File: config.mk
export PLATFORM = sky130hd
export DESIGN_NAME = id_stage_pipe
export DESIGN_NICKNAME = d
export VERILOG_FILES = /design/src/rtl/id_stage_pipe.sv
export SDC_FILE = /design/constraint.sdc
export NUM_CORES = 2
export LEC_CHECK = 0
export ABC_AREA = 1
export CAP_MARGIN = 5
export CORE_UTILIZATION = 40
export DETAILED_ROUTE_END_ITERATION = 10
export PLACE_DENSITY = 0.56
export SYNTH_ARGS = -nofsm -noshare
export SYNTH_HDL_FRONTEND = slang
export SYNTH_SLANG_ARGS = --single-unit
export TNS_END_PERCENT = 30
File: constraint.sdc
create_clock -name i_clk -period 6.6 [get_ports i_clk]
set_clock_uncertainty 0.05 [all_clocks]
set_input_delay 0.66 -clock i_clk [delete_from_list [all_inputs] [get_ports i_clk]]
set_output_delay 0.66 -clock i_clk [all_outputs]
set_load 0.05 [all_outputs]
File: src/rtl/id_stage_pipe.sv
// Decode stage: regfile, EX/MEM/WB operand bypass, load-use bubble
// and a valid/ready ID/EX register with flush and a stall counter.
//
// Ports:
//   i_clk, i_nrst        clock, async active-low reset
//   i_valid/o_ready      IF/ID handshake (instruction in)
//   i_instr, i_pc4       instruction word and its PC+4
//   i_ctrl               pre-decoded control word (pass-through)
//   i_use_rs/i_use_rt    source usage flags
//   i_dst_rd             1: dst=rd, 0: dst=rt
//   i_imm_sign           1: sign-extend imm, 0: zero-extend
//   i_flush              kill the instruction held in ID
//   i_ex_*/i_mem_*       bypass sources from EX and MEM
//   i_wb_*               regfile write port (also bypassed)
//   o_valid/i_ready      ID/EX handshake (instruction out)
//   o_rs/rt_data, o_dst_addr, o_imm, o_pc4, o_ctrl  ID/EX payload
//   o_jr_data            combinational resolved rs for jr
//   o_stall_cnt          saturating load-use stall count
module id_stage_pipe #(
  parameter int DATA_W = 32,
  parameter int NREG   = 32,
  parameter int CTRL_W = 16,
  parameter int SCNT_W = 16,
  localparam int AW    = $clog2(NREG)
) (
  input  logic              i_clk,
  input  logic              i_nrst,
  input  logic              i_valid,
  output logic              o_ready,
  input  logic [31:0]       i_instr,
  input  logic [DATA_W-1:0] i_pc4,
  input  logic [CTRL_W-1:0] i_ctrl,
  input  logic              i_use_rs,
  input  logic              i_use_rt,
  input  logic              i_dst_rd,
  input  logic              i_imm_sign,
  input  logic              i_flush,
  input  logic              i_ex_wen,
  input  logic              i_ex_memrd,
  input  logic [AW-1:0]     i_ex_addr,
  input  logic [DATA_W-1:0] i_ex_data,
  input  logic              i_mem_wen,
  input  logic [AW-1:0]     i_mem_addr,
  input  logic [DATA_W-1:0] i_mem_data,
  input  logic              i_wb_en,
  input  logic [AW-1:0]     i_wb_addr,
  input  logic [DATA_W-1:0] i_wb_data,
  output logic              o_valid,
  input  logic              i_ready,
  output logic [DATA_W-1:0] o_rs_data,
  output logic [DATA_W-1:0] o_rt_data,
  output logic [AW-1:0]     o_dst_addr,
  output logic [DATA_W-1:0] o_imm,
  output logic [DATA_W-1:0] o_pc4,
  output logic [CTRL_W-1:0] o_ctrl,
  output logic [DATA_W-1:0] o_jr_data,
  output logic [SCNT_W-1:0] o_stall_cnt
);

  logic [DATA_W-1:0] rf_q [NREG];
  logic [AW-1:0]     rs, rt, rd, dst;
  logic [15:0]       imm16;
  logic [DATA_W-1:0] imm_ext;
  logic [DATA_W-1:0] rs_val, rt_val;
  logic              ex_fwd;
  logic              hazard, adv, load;
  logic              instr_unused;

  logic              valid_q;
  logic [DATA_W-1:0] rs_q, rt_q, imm_q, pc4_q;
  logic [AW-1:0]     dst_q;
  logic [CTRL_W-1:0] ctrl_q;
  logic [SCNT_W-1:0] scnt_q, scnt_d;

  assign rs    = i_instr[21 +: AW];
  assign rt    = i_instr[16 +: AW];
  assign rd    = i_instr[11 +: AW];
  assign imm16 = i_instr[15:0];
  assign instr_unused = ^i_instr[31:26];

  assign dst     = i_dst_rd ? rd : rt;
  assign imm_ext = {{(DATA_W-16){imm16[15] & i_imm_sign}}, imm16};

  // A load in EX has no data yet; it is never a bypass source.
  assign ex_fwd = i_ex_wen & ~i_ex_memrd;

  // WB bypass gives write-through on a same-cycle write.
  always_comb begin
    rs_val = rf_q[rs];
    if (rs == '0)
      rs_val = '0;
    else if (ex_fwd && i_ex_addr == rs)
      rs_val = i_ex_data;
    else if (i_mem_wen && i_mem_addr == rs)
      rs_val = i_mem_data;
    else if (i_wb_en && i_wb_addr == rs)
      rs_val = i_wb_data;
  end

  always_comb begin
    rt_val = rf_q[rt];
    if (rt == '0)
      rt_val = '0;
    else if (ex_fwd && i_ex_addr == rt)
      rt_val = i_ex_data;
    else if (i_mem_wen && i_mem_addr == rt)
      rt_val = i_mem_data;
    else if (i_wb_en && i_wb_addr == rt)
      rt_val = i_wb_data;
  end

  assign hazard = i_ex_wen & i_ex_memrd & (i_ex_addr != '0) &
                  ((i_use_rs & (rs == i_ex_addr)) |
                   (i_use_rt & (rt == i_ex_addr)));
  assign adv     = ~valid_q | i_ready;
  assign o_ready = adv & (~hazard | i_flush);
  assign load    = i_valid & o_ready & ~i_flush;

  always_comb begin
    scnt_d = scnt_q;
    if (i_valid && hazard && !i_flush && adv && scnt_q != '1)
      scnt_d = scnt_q + 1'b1;
  end

  always_ff @(posedge i_clk or negedge i_nrst) begin
    if (!i_nrst) begin
      for (int i = 0; i < NREG; i++) rf_q[i] <= '0;
    end else if (i_wb_en && i_wb_addr != '0) begin
      rf_q[i_wb_addr] <= i_wb_data;
    end
  end

  always_ff @(posedge i_clk or negedge i_nrst) begin
    if (!i_nrst) begin
      valid_q <= 1'b0;
      rs_q    <= '0;
      rt_q    <= '0;
      dst_q   <= '0;
      imm_q   <= '0;
      pc4_q   <= '0;
      ctrl_q  <= '0;
      scnt_q  <= '0;
    end else begin
      scnt_q <= scnt_d;
      if (adv) begin
        valid_q <= load;
        if (load) begin
          rs_q   <= rs_val;
          rt_q   <= rt_val;
          dst_q  <= dst;
          imm_q  <= imm_ext;
          pc4_q  <= i_pc4;
          ctrl_q <= i_ctrl;
        end
      end
    end
  end

  assign o_valid     = valid_q;
  assign o_rs_data   = rs_q;
  assign o_rt_data   = rt_q;
  assign o_dst_addr  = dst_q;
  assign o_imm       = imm_q;
  assign o_pc4       = pc4_q;
  assign o_ctrl      = ctrl_q;
  assign o_jr_data   = rs_val;
  assign o_stall_cnt = scnt_q;

endmodule

[Word level (Yosys, flattened, before mapping)]
Index checks and enable logic that the tools add are counted.
Word-level totals
  register bits after elaboration: 1175
  input bits: 204
  output and inout bits: 199
  word-level logic and storage cells: 110
Cells by class
  add/subtract/negate cells: 1
  magnitude comparators: 4
  equality and inequality tests: 9
  mux-type cells: 18
  bitwise logic cells: 20
  reduce and logical (&&, ||, !) cells: 18
Operator list (number)
  $bwmux W1024: 1
  $mux W32: 13
  $bmux W32 S5: 2
  $demux W32 S5: 1
  $eq A5 B5 Y1: 8
  $ge A6 B6 Y1 const B: 3
  $not A5 Y6: 3
  $add A16 B1 Y16 const B: 1
  $ne A16 B16 Y1 const B: 1
  $logic_and A1 B1 Y1: 12
  $and A1 B1 Y1: 10
  $logic_not A5 Y1: 2
  $reduce_bool A5 Y1: 2
  $lt A6 B1 Y1 const B: 1
  $mux W5: 1
  $not A1 Y1: 4
  $or A1 B1 Y1: 3
  $reduce_and A2 Y1: 1
  $logic_not A1 Y1: 1

[Longest topological paths before layout]
  word-level depth: 10
  depth in mapped cells: 16
  mapped depth without buffers: 13

[Worst setup path after synthesis]
No wires, ideal clock.
  path type: input to output
  start: in i_instr[25]
  end: out o_jr_data[28]
  data arrival time: 2.687 ns
  data required time: 5.890 ns
  slack: 3.203 ns
  stages on the path: 11
  buffers on the path: 2
  path through: buf_2 -> nor2_1 -> clkbuf_1 -> nand2_1 -> a21oi_1 -> nor2_1 -> nand2_1 -> nand3_1 -> o21ai_0 -> nand2_1 -> a21oi_1
On the way
  word-level cells in the longest chain between the ends: 8
  elaborated cells on any way between the ends: 15
  classes of those cells: 3 x eq/ne; 7 x mux; 1 x bitwise; 4 x reduce/logical
RTL lines
  start, declared: RTL line 30  | input logic [31:0] i_instr,
  $not A5 Y6 (implied by the code): RTL line 89  | rs_val = rf_q[rs];
  $bmux W32 S5: RTL line 89
  $mux W32 (implied by the code) (2 in series): RTL line 89
  $mux W32: RTL line 96  | else if (i_wb_en && i_wb_addr == rs)
  $mux W32: RTL line 94  | else if (i_mem_wen && i_mem_addr == rs)
  $mux W32: RTL line 92  | else if (ex_fwd && i_ex_addr == rs)
  $mux W32 (*): RTL line 90  | if (rs == '0)
  end, declared: RTL line 56  | output logic [DATA_W-1:0] o_jr_data,
Every way passes the cells marked *; elsewhere a longest branch is shown, timed or not. The select of a mux whose other input is x is not followed.

[Worst setup path after layout]
  start: in i_instr[24]
  end: out o_ready
On the way
  word-level cells in the longest chain between the ends: 7
RTL lines
  $eq A5 B5 Y1: RTL line 113  | ((i_use_rs & (rs == i_ex_addr)) |
  $and A1 B1 Y1: RTL line 113
  $or A1 B1 Y1: RTL line 113
  $and A1 B1 Y1: RTL line 112  | assign hazard = i_ex_wen & i_ex_memrd & (i_ex_addr != '0) &
  $not A1 Y1: RTL line 116  | assign o_ready = adv & (~hazard | i_flush);
  $or A1 B1 Y1: RTL line 116
  $and A1 B1 Y1: RTL line 116
  end, declared: RTL line 29  | output logic o_ready,
No other way between the ends.

==> metrics.md <==
| Metric | Value |
|---|---|
| Setup TNS | `0 ns` |
| WS Path Type | `primary input to primary output` |
| Share of the synthesized area in the top cell type | `around 46%` |
| Grt ovf | `0` |
| H-tree Lvls | `4` |
| Detail Route Antenna Nets | `0` |
| Yosys warns | `0` |
| Finish-stage setup viols | `0` |
| Sequential share of the synthesized area | `a little under half` |
| Switching share of total power | `between 30 and 40%` |
| Vias in the first global route | `a little over 60000` |
| Reg2reg setup slack | `around 3.9 ns` |
| Rows | `146` |
| Worst path required time | `5.89 ns` |
| WL final | `~280000 microns` |
| Cells after Synth | `between 9000 and 10000` |
| Worst skew pair latency | `0.80 ns` |
| Peak VDD IR | `between 0.2 and 0.3 mV` |
| Top cell type by total area after synthesis | `dfrtp_1` |
| Synth top area cells | `dfrtp_1 (46%), nand2_1 (20%), o21ai_0 (9.9%), nand3_1 (6.5%), nor2_1 (4.4%)` |
| Switching power total | `between 7 and 8 mW` |
| Most frequent cells in the layout | `nand2_1 (3370), o21ai_0 (1269), dfrtp_1 (1175)` |
| Multiplexer share of the synthesized area | `0%` |
| Post-synthesis compound-gate area fraction | `about 17%` |
| Die height | `slightly above 400 microns` |
| Rel. slew slack | `under 10%` |
| Max Buffers Root-to-Sink | `3` |
| DR pass1 iterations | `6` |
| Min-Delay Path Class | `flop to flop` |
| RSZ-0062 raised after global routing | `false` |
| CTS Sinks | `1175` |
| Netlist cell types | `33` |
| Syn_nets | `9449` |
| Post-route setup slack | `roughly 1.2 ns` |
| Worst Setup End Kind | `primary output` |
| Initial core utilization | `40.5%` |
| Nets@finish | `approximately 9300` |
| Area Overhead vs Synth | `15.2%` |
| Post-detail-place hpwl | `155000 microns` |
| Peak Freq | `approximately 180 MHz` |
| Initial antenna violation count | `11` |
| Total core area | `around 0.16 sq mm` |
| Placed cells | `about 11000` |
| Combinational family with the most area after synthesis | `simple AND/OR/NAND/NOR gates` |
| Leak | `roughly 34 nW` |
| Residual DRC count | `0` |
| Total power | `roughly 23 mW` |
| Worst slew pin tran | `approximately 1.3 ns` |
| Avg Inst Size Synth | `around 7 sq um` |
| Commonest non-fill, non-tap cell in the layout | `nand2_1` |
| Slew Limit Fails | `0` |
| Simple-gate portion of the synthesized area | `between 30% and 40%` |
| CP startpoint kind | `primary input` |
| XOR/XNOR Fraction of Synth Area | `0.272%` |
| Clock power share | `34.9%` |
| Final Hold Vio Count | `0` |
| CTS Root Cell | `clkbuf_16` |
| Vias | `65529` |
| Iter 0 DRT Violations | `around 9000` |
| Status | `finished, final reports clean` |
| Critical Path AT | `between 4 and 5 ns` |
| Die width | `about 400 microns` |
| Gr usage total | `34.0%` |
| Sequential Power Share | `between 40% and 50%` |
| IO Pins | `~400` |
| Max cap viols | `0` |
| Pre-CTS setup slack | `approximately 1.4 ns` |
| CTS buffer count | `141` |
| Final core utilization | `46.7%` |
| P_int | `between 10 and 15 mW` |
| # port buffers | `396` |
| Pwr per Cell Area | `305 mW/mm^2` |
| Adder-Cell Fraction of Synth Area | `less than 1%` |
| WL/cell | `around 25 microns` |
| First-pass GRT wire length | `a little over 400000 microns` |
| Logic pwr share | `between 20% and 30%` |
| Layout Cells excl Fill | `approximately 11000` |
| Largest net degree at the start of global routing | `187` |
| Synth Cell Area | `0.0644 sq mm` |
| Layout cells sized above 1 | `5.26%` |
| Die Area | `between 0.15 and 0.2 sq mm` |
| Worst Path Max Fanout | `24` |
| Final worst path period share | `82.4%` |
| Clock-pin slew on the worst setup and hold paths | `approximately 0.06 ns` |
| Final min period | `roughly 5.4 ns` |
| Gpl congestion | `0.880` |
| CTS tree | `done` |
| Vias per std cell | `~5.8` |
| Synthesis-stage register bit count | `approximately 1200` |
## timing repair
action	CTS	global route
hold buffers	1	0
setup buffers	0	0
gates resized for setup	0	0
hold endpoints to repair	120	0
## logic make-up (layout without fill, tap and decap cells)
group	Yosys count	count (layout)
and+or+nand+nor	5058	5058
AOI/OAI and AO/OA	2031	2031
DFF	1175	1175
buffers and inverters	959	916
xor gates and xnor gates	20	20
adders and majority gates	1	1
other	0	7
## sequential cells by signal, summed over array words and instances (netlist names)
signal,count
rf_q,1024
o_imm,17
o_pc4,32
o_dst_addr,5
o_stall_cnt,16
o_ctrl,16
o_valid,1
o_rt_data,32
o_rs_data,32
## Yosys cell counts (all sizes together)
cell	number
dfrtp	1175
nor3	20
clkinv	2
xor2	14
nand4	6
nand3b	2
or4	1
nand2	3398
ha	1
clkbuf	572
a221oi	1
o211ai	18
inv	135
o21ai	1270
a21oi	501
buf	250
o22ai	120
o2111ai	3
xnor2	6
or2	24
nor2	763
nor4	3
nand3	841
a21boi	118
## path summary, 6_finish.rpt
kind | from | endpoint | cells after the start
hold / removal | rf_q[1005] | rf_q[1005] | 0
hold reg to reg | rf_q[1005] | rf_q[1005] | 0
setup / recovery | i_instr[24] | o_ready | 11
max in group asynchronous | i_nrst | o_ctrl[7] | 3
setup reg to reg | o_valid | o_rs_data[22] | 10
min in group asynchronous | i_nrst | rf_q[294] | 2
## cell type report
type	count	area [sq um]
diodes	7	17.5
clock buffers	204	4120
clock inverters	51	492
fillers	16014	84900
inverters	137	557
multi-input cells	7110	31400
flip-flops and latches	1175	29400
well taps	2146	2690
repair buffers	524	5600
## power by group through the flow
stage	sequential (mW)	clock, mW	combinational (mW)
floorplan	9.95	0	2.86
global route	9.73	8.27	5.72
CTS	9.52	7.99	5.16
detailed placement	9.63	0	5.15
finish	9.56	7.90	5.18
global placement	9.60	0	5.07
## through the flow
stage / hold WS [ns] / instance area [sq um]
6_report: 0.347 / 74300
5_1_grt: 0.338 / 74200
4_1_cts: 0.305 / 74200
3_5_place_dp: 0.334 / 69600
3_3_place_gp: 0.330 / 69600
2_1_floorplan: 0.314 / 64400
## critical path, stage by stage
cell and delay [ns]:
buf_4 0.48, clkinv_2 0.87, nand2_1 0.24, nand4_1 0.11, nor2_1 0.76, nand2_1 0.10, o21ai_1 0.20, nand3b_1 0.36
nand2_1 0.14, inv_1 0.05, clkdlybuf4s50_1 0.71
## routing by layer
layer  track usage [%]  routed length (microns)  vias up
met5                 0                       50        -
met4              20.0                    18300        8
met3              5.93                    26500      740
met2              50.5                   122000     3535
met1              46.5                   116000    31407
li1                  -                        -    29839
Power figures use the tool's default switching activity.
